### src/rtl/hazard_unit_if.sv
// Pipeline-side signal bundle for hazard_unit: hazard detection inputs and
// the stall/flush/enable controls it returns to the pipeline registers.
interface hazard_unit_if;
  logic [4:0]  id_rs;
  logic [4:0]  id_rt;
  logic        id_uses_rt;
  logic        ex_mem_read;
  logic [4:0]  ex_rt;
  logic        mem_branch_taken;
  logic        dmem_busy;
  logic        pc_write;
  logic        ifid_write;
  logic        ifid_flush;
  logic        risk_sig;
  logic        idex_flush;
  logic        exmem_flush;
  logic        pipe_en;
  logic [15:0] stall_cycles;
  logic [7:0]  flush_count;

  // Pipeline datapath view.
  modport master (
    output id_rs, id_rt, id_uses_rt, ex_mem_read, ex_rt, mem_branch_taken, dmem_busy,
    input  pc_write, ifid_write, ifid_flush, risk_sig, idex_flush, exmem_flush, pipe_en,
    input  stall_cycles, flush_count
  );

  // Hazard unit view.
  modport slave (
    input  id_rs, id_rt, id_uses_rt, ex_mem_read, ex_rt, mem_branch_taken, dmem_busy,
    output pc_write, ifid_write, ifid_flush, risk_sig, idex_flush, exmem_flush, pipe_en,
    output stall_cycles, flush_count
  );
endinterface

### src/rtl/hazard_unit.sv
// Load-use stall / branch flush / memory freeze control for a 5-stage pipeline.
// Optional perf counters are built only when HAZARD_PERF_EN is defined.
module hazard_unit #(
  parameter int LOAD_BUBBLES = 1
) (
  input logic         clk,
  input logic         rst_n,
  hazard_unit_if.slave hz
);
  typedef enum logic {RUN, LSTALL} stateT;

  // Bubbles still owed after the first one, loaded when a load-use is detected.
  localparam logic [1:0] RELOAD = 2'(LOAD_BUBBLES - 1);

  stateT      state, nextState;
  logic [1:0] cnt, nextCnt;
  logic       loadUse;

  assign loadUse = hz.ex_mem_read && (hz.ex_rt != 5'd0) &&
                   ((hz.ex_rt == hz.id_rs) || (hz.id_uses_rt && (hz.ex_rt == hz.id_rt)));

  // NOTE: sequential state uses non-blocking assignments so every register
  // samples the pre-edge values, independent of statement order.
  always_ff @(posedge clk) begin
    if (!rst_n) begin
      state <= RUN;
      cnt   <= 2'd0;
    end else begin
      state <= nextState;
      cnt   <= nextCnt;
    end
  end

  always_comb begin
    // NOTE: every output gets a default first so no path leaves a value
    // unassigned, which would otherwise infer a latch.
    hz.pc_write    = 1'b1;
    hz.ifid_write  = 1'b1;
    hz.pipe_en     = 1'b1;
    hz.risk_sig    = 1'b0;
    hz.ifid_flush  = 1'b0;
    hz.idex_flush  = 1'b0;
    hz.exmem_flush = 1'b0;
    nextState      = state;
    nextCnt        = cnt;

    if (!rst_n) begin
      // Hold the front end and bubble ID while reset is asserted.
      hz.pc_write   = 1'b0;
      hz.ifid_write = 1'b0;
      hz.risk_sig   = 1'b1;
      nextState     = RUN;
      nextCnt       = 2'd0;
    end else if (hz.dmem_busy) begin
      // Full freeze: nothing advances, pending bubbles are preserved.
      hz.pc_write   = 1'b0;
      hz.ifid_write = 1'b0;
      hz.pipe_en    = 1'b0;
    end else if (hz.mem_branch_taken) begin
      hz.ifid_flush  = 1'b1;
      hz.idex_flush  = 1'b1;
      hz.exmem_flush = 1'b1;
      hz.risk_sig    = 1'b1;
      nextState      = RUN;
      nextCnt        = 2'd0;
    end else if (state == LSTALL) begin
      hz.pc_write   = 1'b0;
      hz.ifid_write = 1'b0;
      hz.risk_sig   = 1'b1;
      nextCnt       = cnt - 2'd1;
      if (cnt == 2'd1) nextState = RUN;
    end else if (loadUse) begin
      hz.pc_write   = 1'b0;
      hz.ifid_write = 1'b0;
      hz.risk_sig   = 1'b1;
      if (LOAD_BUBBLES > 1) begin
        nextState = LSTALL;
        nextCnt   = RELOAD;
      end
    end
  end

`ifdef HAZARD_PERF_EN
  logic        stallTick, flushTick;
  logic [15:0] stallCnt;
  logic [7:0]  flushCnt;

  assign flushTick = rst_n && !hz.dmem_busy && hz.mem_branch_taken;
  assign stallTick = rst_n && hz.risk_sig && hz.pipe_en && !flushTick;

  always_ff @(posedge clk) begin
    if (!rst_n) begin
      stallCnt <= 16'd0;
      flushCnt <= 8'd0;
    end else begin
      if (stallTick && (stallCnt != 16'hFFFF)) stallCnt <= stallCnt + 16'd1;
      if (flushTick && (flushCnt != 8'hFF))    flushCnt <= flushCnt + 8'd1;
    end
  end

  assign hz.stall_cycles = stallCnt;
  assign hz.flush_count  = flushCnt;
`else
  assign hz.stall_cycles = 16'd0;
  assign hz.flush_count  = 8'd0;
`endif
endmodule

### src/flat_wrapper.sv
// flat-port wrapper written by rule: the top's interface ports become plain ports
module hazard_unit_flat 
#(
  parameter int LOAD_BUBBLES = 1
)
  (clk, rst_n, hz_id_rs, hz_id_rt, hz_id_uses_rt, hz_ex_mem_read, hz_ex_rt, hz_mem_branch_taken, hz_dmem_busy, hz_pc_write, hz_ifid_write, hz_ifid_flush, hz_risk_sig, hz_idex_flush, hz_exmem_flush, hz_pipe_en, hz_stall_cycles, hz_flush_count);
  hazard_unit_if hz_i ();
  input logic clk;
  input logic rst_n;
  input wire logic [$bits(hz_i.id_rs)-1:0] hz_id_rs;
  input wire logic [$bits(hz_i.id_rt)-1:0] hz_id_rt;
  input wire logic [$bits(hz_i.id_uses_rt)-1:0] hz_id_uses_rt;
  input wire logic [$bits(hz_i.ex_mem_read)-1:0] hz_ex_mem_read;
  input wire logic [$bits(hz_i.ex_rt)-1:0] hz_ex_rt;
  input wire logic [$bits(hz_i.mem_branch_taken)-1:0] hz_mem_branch_taken;
  input wire logic [$bits(hz_i.dmem_busy)-1:0] hz_dmem_busy;
  output wire logic [$bits(hz_i.pc_write)-1:0] hz_pc_write;
  output wire logic [$bits(hz_i.ifid_write)-1:0] hz_ifid_write;
  output wire logic [$bits(hz_i.ifid_flush)-1:0] hz_ifid_flush;
  output wire logic [$bits(hz_i.risk_sig)-1:0] hz_risk_sig;
  output wire logic [$bits(hz_i.idex_flush)-1:0] hz_idex_flush;
  output wire logic [$bits(hz_i.exmem_flush)-1:0] hz_exmem_flush;
  output wire logic [$bits(hz_i.pipe_en)-1:0] hz_pipe_en;
  output wire logic [$bits(hz_i.stall_cycles)-1:0] hz_stall_cycles;
  output wire logic [$bits(hz_i.flush_count)-1:0] hz_flush_count;
  assign hz_i.id_rs = hz_id_rs;
  assign hz_i.id_rt = hz_id_rt;
  assign hz_i.id_uses_rt = hz_id_uses_rt;
  assign hz_i.ex_mem_read = hz_ex_mem_read;
  assign hz_i.ex_rt = hz_ex_rt;
  assign hz_i.mem_branch_taken = hz_mem_branch_taken;
  assign hz_i.dmem_busy = hz_dmem_busy;
  assign hz_pc_write = hz_i.pc_write;
  assign hz_ifid_write = hz_i.ifid_write;
  assign hz_ifid_flush = hz_i.ifid_flush;
  assign hz_risk_sig = hz_i.risk_sig;
  assign hz_idex_flush = hz_i.idex_flush;
  assign hz_exmem_flush = hz_i.exmem_flush;
  assign hz_pipe_en = hz_i.pipe_en;
  assign hz_stall_cycles = hz_i.stall_cycles;
  assign hz_flush_count = hz_i.flush_count;
  hazard_unit #(.LOAD_BUBBLES(LOAD_BUBBLES)) u_core (.clk(clk), .rst_n(rst_n), .hz(hz_i));
endmodule
### config.mk
export PLATFORM = sky130hd
export DESIGN_NAME = hazard_unit_flat
export DESIGN_NICKNAME = d
export VERILOG_FILES = /design/src/rtl/hazard_unit_if.sv /design/src/rtl/hazard_unit.sv /design/src/flat_wrapper.sv
export SDC_FILE = /design/constraint.sdc
export NUM_CORES = 1
export LEC_CHECK = 0
export ABC_AREA = 0
export CORE_UTILIZATION = 31
export DETAILED_ROUTE_END_ITERATION = 12
export PLACE_DENSITY = 0.86
export SLEW_MARGIN = 20
export SYNTH_ARGS = -nofsm -noshare
export SYNTH_HDL_FRONTEND = slang
export SYNTH_SLANG_ARGS = --single-unit
### constraint.sdc
create_clock -name clk -period 3.3 [get_ports clk]
set_input_delay 0.495 -clock clk [delete_from_list [all_inputs] [get_ports clk]]
set_output_delay 0.495 -clock clk [all_outputs]
set_load 0.05 [all_outputs]
==> results by group <==
STA
  – Fin. Hold Viols: 0
  – RSZ-0062 raised after global routing: false
  – Final min period: ~2.8 ns
  – Setup TNS: 0 ns
  – Pins Over Slew Limit: 0
  – Final Cycle Share: 0.8348
  – Highest clock rate: 363.0 MHz
  – # setup viols final: 0
  – Clock Skew: 0.002674 ns

Clock network
  – Clock transition at path regs: roughly 0.04 ns
  – H-Tree Level Count: 1
  – Num CTS Buffers: 3
  – Hold-fix buffers, CTS: 0
  – Skew-Pair Late Insertion Delay: 0.23 ns
  – TritonCTS clock tree: done
  – Resized cells post-CTS: 0
  – Clk sinks: 3
  – CTS Buffer Depth: 2
  – Post-CTS setup buffers: 0
  – Root Driver: clkbuf_4

Placement
  – GPL Wtd Cong: ~0.74
  – Hpwl dp: between 800 and 900 um
  – Port Buf Inserts: 27
  – Placed cell count: ~100

Critical path
  – WP data required: ~2.8 ns
  – Worst setup endpoint: hz_risk_sig
  – Critical path startpoint category: primary input
  – Setup crit end kind: primary output
  – FF-to-FF Start: u_core.cnt[1]$_SDFFE_PN0P_
  – Crit path DAT: roughly 2.3 ns
  – CP Launch Point: hz_ex_rt[1]
  – CP Class: primary input to primary output
  – R2R Path End: u_core.cnt[1]$_SDFFE_PN0P_
  – Reg-to-reg setup timing slack: 2.30 ns
  – Slowest stage delay, CP: around 0.48 ns
  – Reg2Reg Depth: 4
  – Slowest stage cell, crit path: clkdlybuf4s50_1
  – Cells along the critical path: clkdlybuf4s50_1 > xor2_1 > nor4_2 > a32oi_1 > o311ai_1 > buf_12
  – Crit path max fanout: 3

Finish
  – Layout cell share with drive strength beyond 1: 0.07609
  – Multi-input gate area: 332.8 sq um
  – Fillcell total: around 160
  – ANT cells: 0
  – Syn-to-layout area delta: 44.88%
  – Commonest cells after routing, fill and taps aside: conb_1 (24), clkdlybuf4s50_1 (24), xor2_1 (9)
  – Non-Filler Instances: 108
  – Number of nets in the layout: 115
  – Storage cell area: between 60 and 70 sq um

Synthesis
  – Synth cell types: 21
  – Syn_area_per_cell: between 7 and 8 sq um
  – Flop and latch count out of synthesis: 3
  – Syn Inst Count: 65
  – Sequential fraction of the synthesis area: 0.1171
  – Mapped cell area: between 500 and 600 sq um
  – Warnings from Yosys: 0

Route
  – Post-DRT Antenna Nets: 0
  – DR WL/cell: between 9 and 10 um
  – Final WL: roughly 1000 um
  – DRT Pass-1 Iters: 4
  – Drt via density: about 4.3
  – Via Count: 465
  – DRC: 0
  – DR iter-0 viols: 3

Global route
  – Vias in the first global route: between 400 and 500
  – Gr ovfl total: 0
  – GR Util All Layers: 0.1148
  – First-pass GRT wire length: between 1500 and 2000 um
  – Antenna violations before repair: 0
  – Largest net degree at the start of global routing: 7

Die
  – IO Count: 52
  – Std cell rows: 14
  – Die height: around 43 um
  – Die area: between 0.0015 and 0.002 sq mm
  – Die width: between 40 and 50 um
  – Core region area: approximately 0.0015 sq mm
  – Initial Util: 0.3366

Power and ir drop
  – Worst ir drop on vdd: 0.1397 mV
  – PD cells: between 300 and 400 mW/mm^2
  – Lkg Pwr: around 0.00033 uW

Job
  – Maxcap violations: 0

Hold path
  – HP Class: flip-flop to flip-flop

Status
  – Outcome: finished clean
## how the worst min path moves through the flow
stage | startpoint | to | slack (ns) | cells after the start
finish | u_core.state$_SDFFE_PN0N_ | u_core.state$_SDFFE_PN0N_ | 0.51 | 1
global route | u_core.state$_SDFFE_PN0N_ | u_core.state$_SDFFE_PN0N_ | 0.54 | 1
CTS | u_core.state$_SDFFE_PN0N_ | u_core.state$_SDFFE_PN0N_ | 0.51 | 1
detailed placement | u_core.state$_SDFFE_PN0N_ | u_core.state$_SDFFE_PN0N_ | 0.50 | 1
global placement | u_core.cnt[1]$_SDFFE_PN0P_ | u_core.cnt[1]$_SDFFE_PN0P_ | 0.49 | 2
floorplan | u_core.state$_SDFFE_PN0N_ | u_core.state$_SDFFE_PN0N_ | 0.47 | 1
## metal layers
layer  track usage  vias up  share of wire
li1              -      220              -
met1        0.1114      214           0.34
met2        0.2242       31           0.55
met3       0.03404        0           0.11
met4       0.03750        0              0
met5             0        -              0
## flip-flops by register name (all words and copies together), names as in the netlist
| signal | cells |
|---|---|
| u_core.cnt | 2 |
| u_core.state | 1 |
## through the flow
stage,hold slack [ns],cell area [sq um],utilization,setup WS (ns),total power (uW)
global placement,0.4902,716.9,0.4704,0.5343,171.8
global route,0.5394,743.2,0.4877,0.4259,246.8
finish,0.5115,743.2,0.4877,0.5451,238.0
CTS,0.5050,743.2,0.4877,0.5282,238.7
floorplan,0.4686,599.3,-,0.4991,152.3
detailed placement,0.5000,716.9,0.4704,0.5267,173.0
## logic make-up (layout without fill, tap and decap cells)
kind of cell    Yosys count  after routing  share of synthesized area
fa+ha+maj                 1              1                    0.02439
flops                     3              3                     0.1171
other cells               1             24                   0.007310
compound gates            8              8                     0.1244
xor+xnor                 10             10                     0.1707
simple gates             14             14                     0.1536
buf+inv                  28             32                     0.4024
## worst max-delay path: cells and delay by family
| kind | cells | cell delay (ns) |
|---|---|---|
| AOI/OAI and AO/OA | 2 | 0.62 |
| and+or+nand+nor | 1 | 0.25 |
| xor gates and xnor gates | 1 | 0.21 |
| buffers and inverters | 2 | 0.68 |
## synthesized netlist by cell type
| cell | n | area share |
|---|---|---|
| nand2_1 | 3 | 0.022 |
| ha_1 | 1 | 0.024 |
| xor2_1 | 9 | 0.15 |
| nor2_1 | 3 | 0.022 |
| o211a_1 | 1 | 0.020 |
| nor4_2 | 1 | 0.024 |
| or4_1 | 1 | 0.015 |
| a32oi_1 | 2 | 0.034 |
| buf_4 | 27 | 0.40 |
| conb_1 | 1 | 0.0073 |
| and2_1 | 2 | 0.024 |
| o311ai_1 | 1 | 0.017 |
| inv_1 | 1 | 0.0073 |
| o21bai_1 | 1 | 0.015 |
| xnor2_1 | 1 | 0.017 |
| dfxtp_1 | 3 | 0.12 |
| nor2b_1 | 2 | 0.024 |
| o21ai_0 | 2 | 0.020 |
| nor3_1 | 1 | 0.0097 |
| o311a_1 | 1 | 0.020 |
| nand2b_1 | 1 | 0.012 |
## area by class of cell
cell class / instances / share of cell area
Inverter: 1 / 0.005051
Clock buffer: 4 / 0.03535
Tap cell: 16 / 0.02694
Timing Repair Buffer: 27 / 0.4040
Sequential cell: 3 / 0.08081
Multi-Input combinational cell: 57 / 0.4478
## power by group
group	total, uW	leakage (uW)	switching (uW)	internal [uW]
Clock	65.2	0.0000150	19.8	45.4
Sequential	36.4	0.0000241	0	36.4
Combinational	136	0.000292	94.8	41.5
Power figures use the tool's default switching activity.
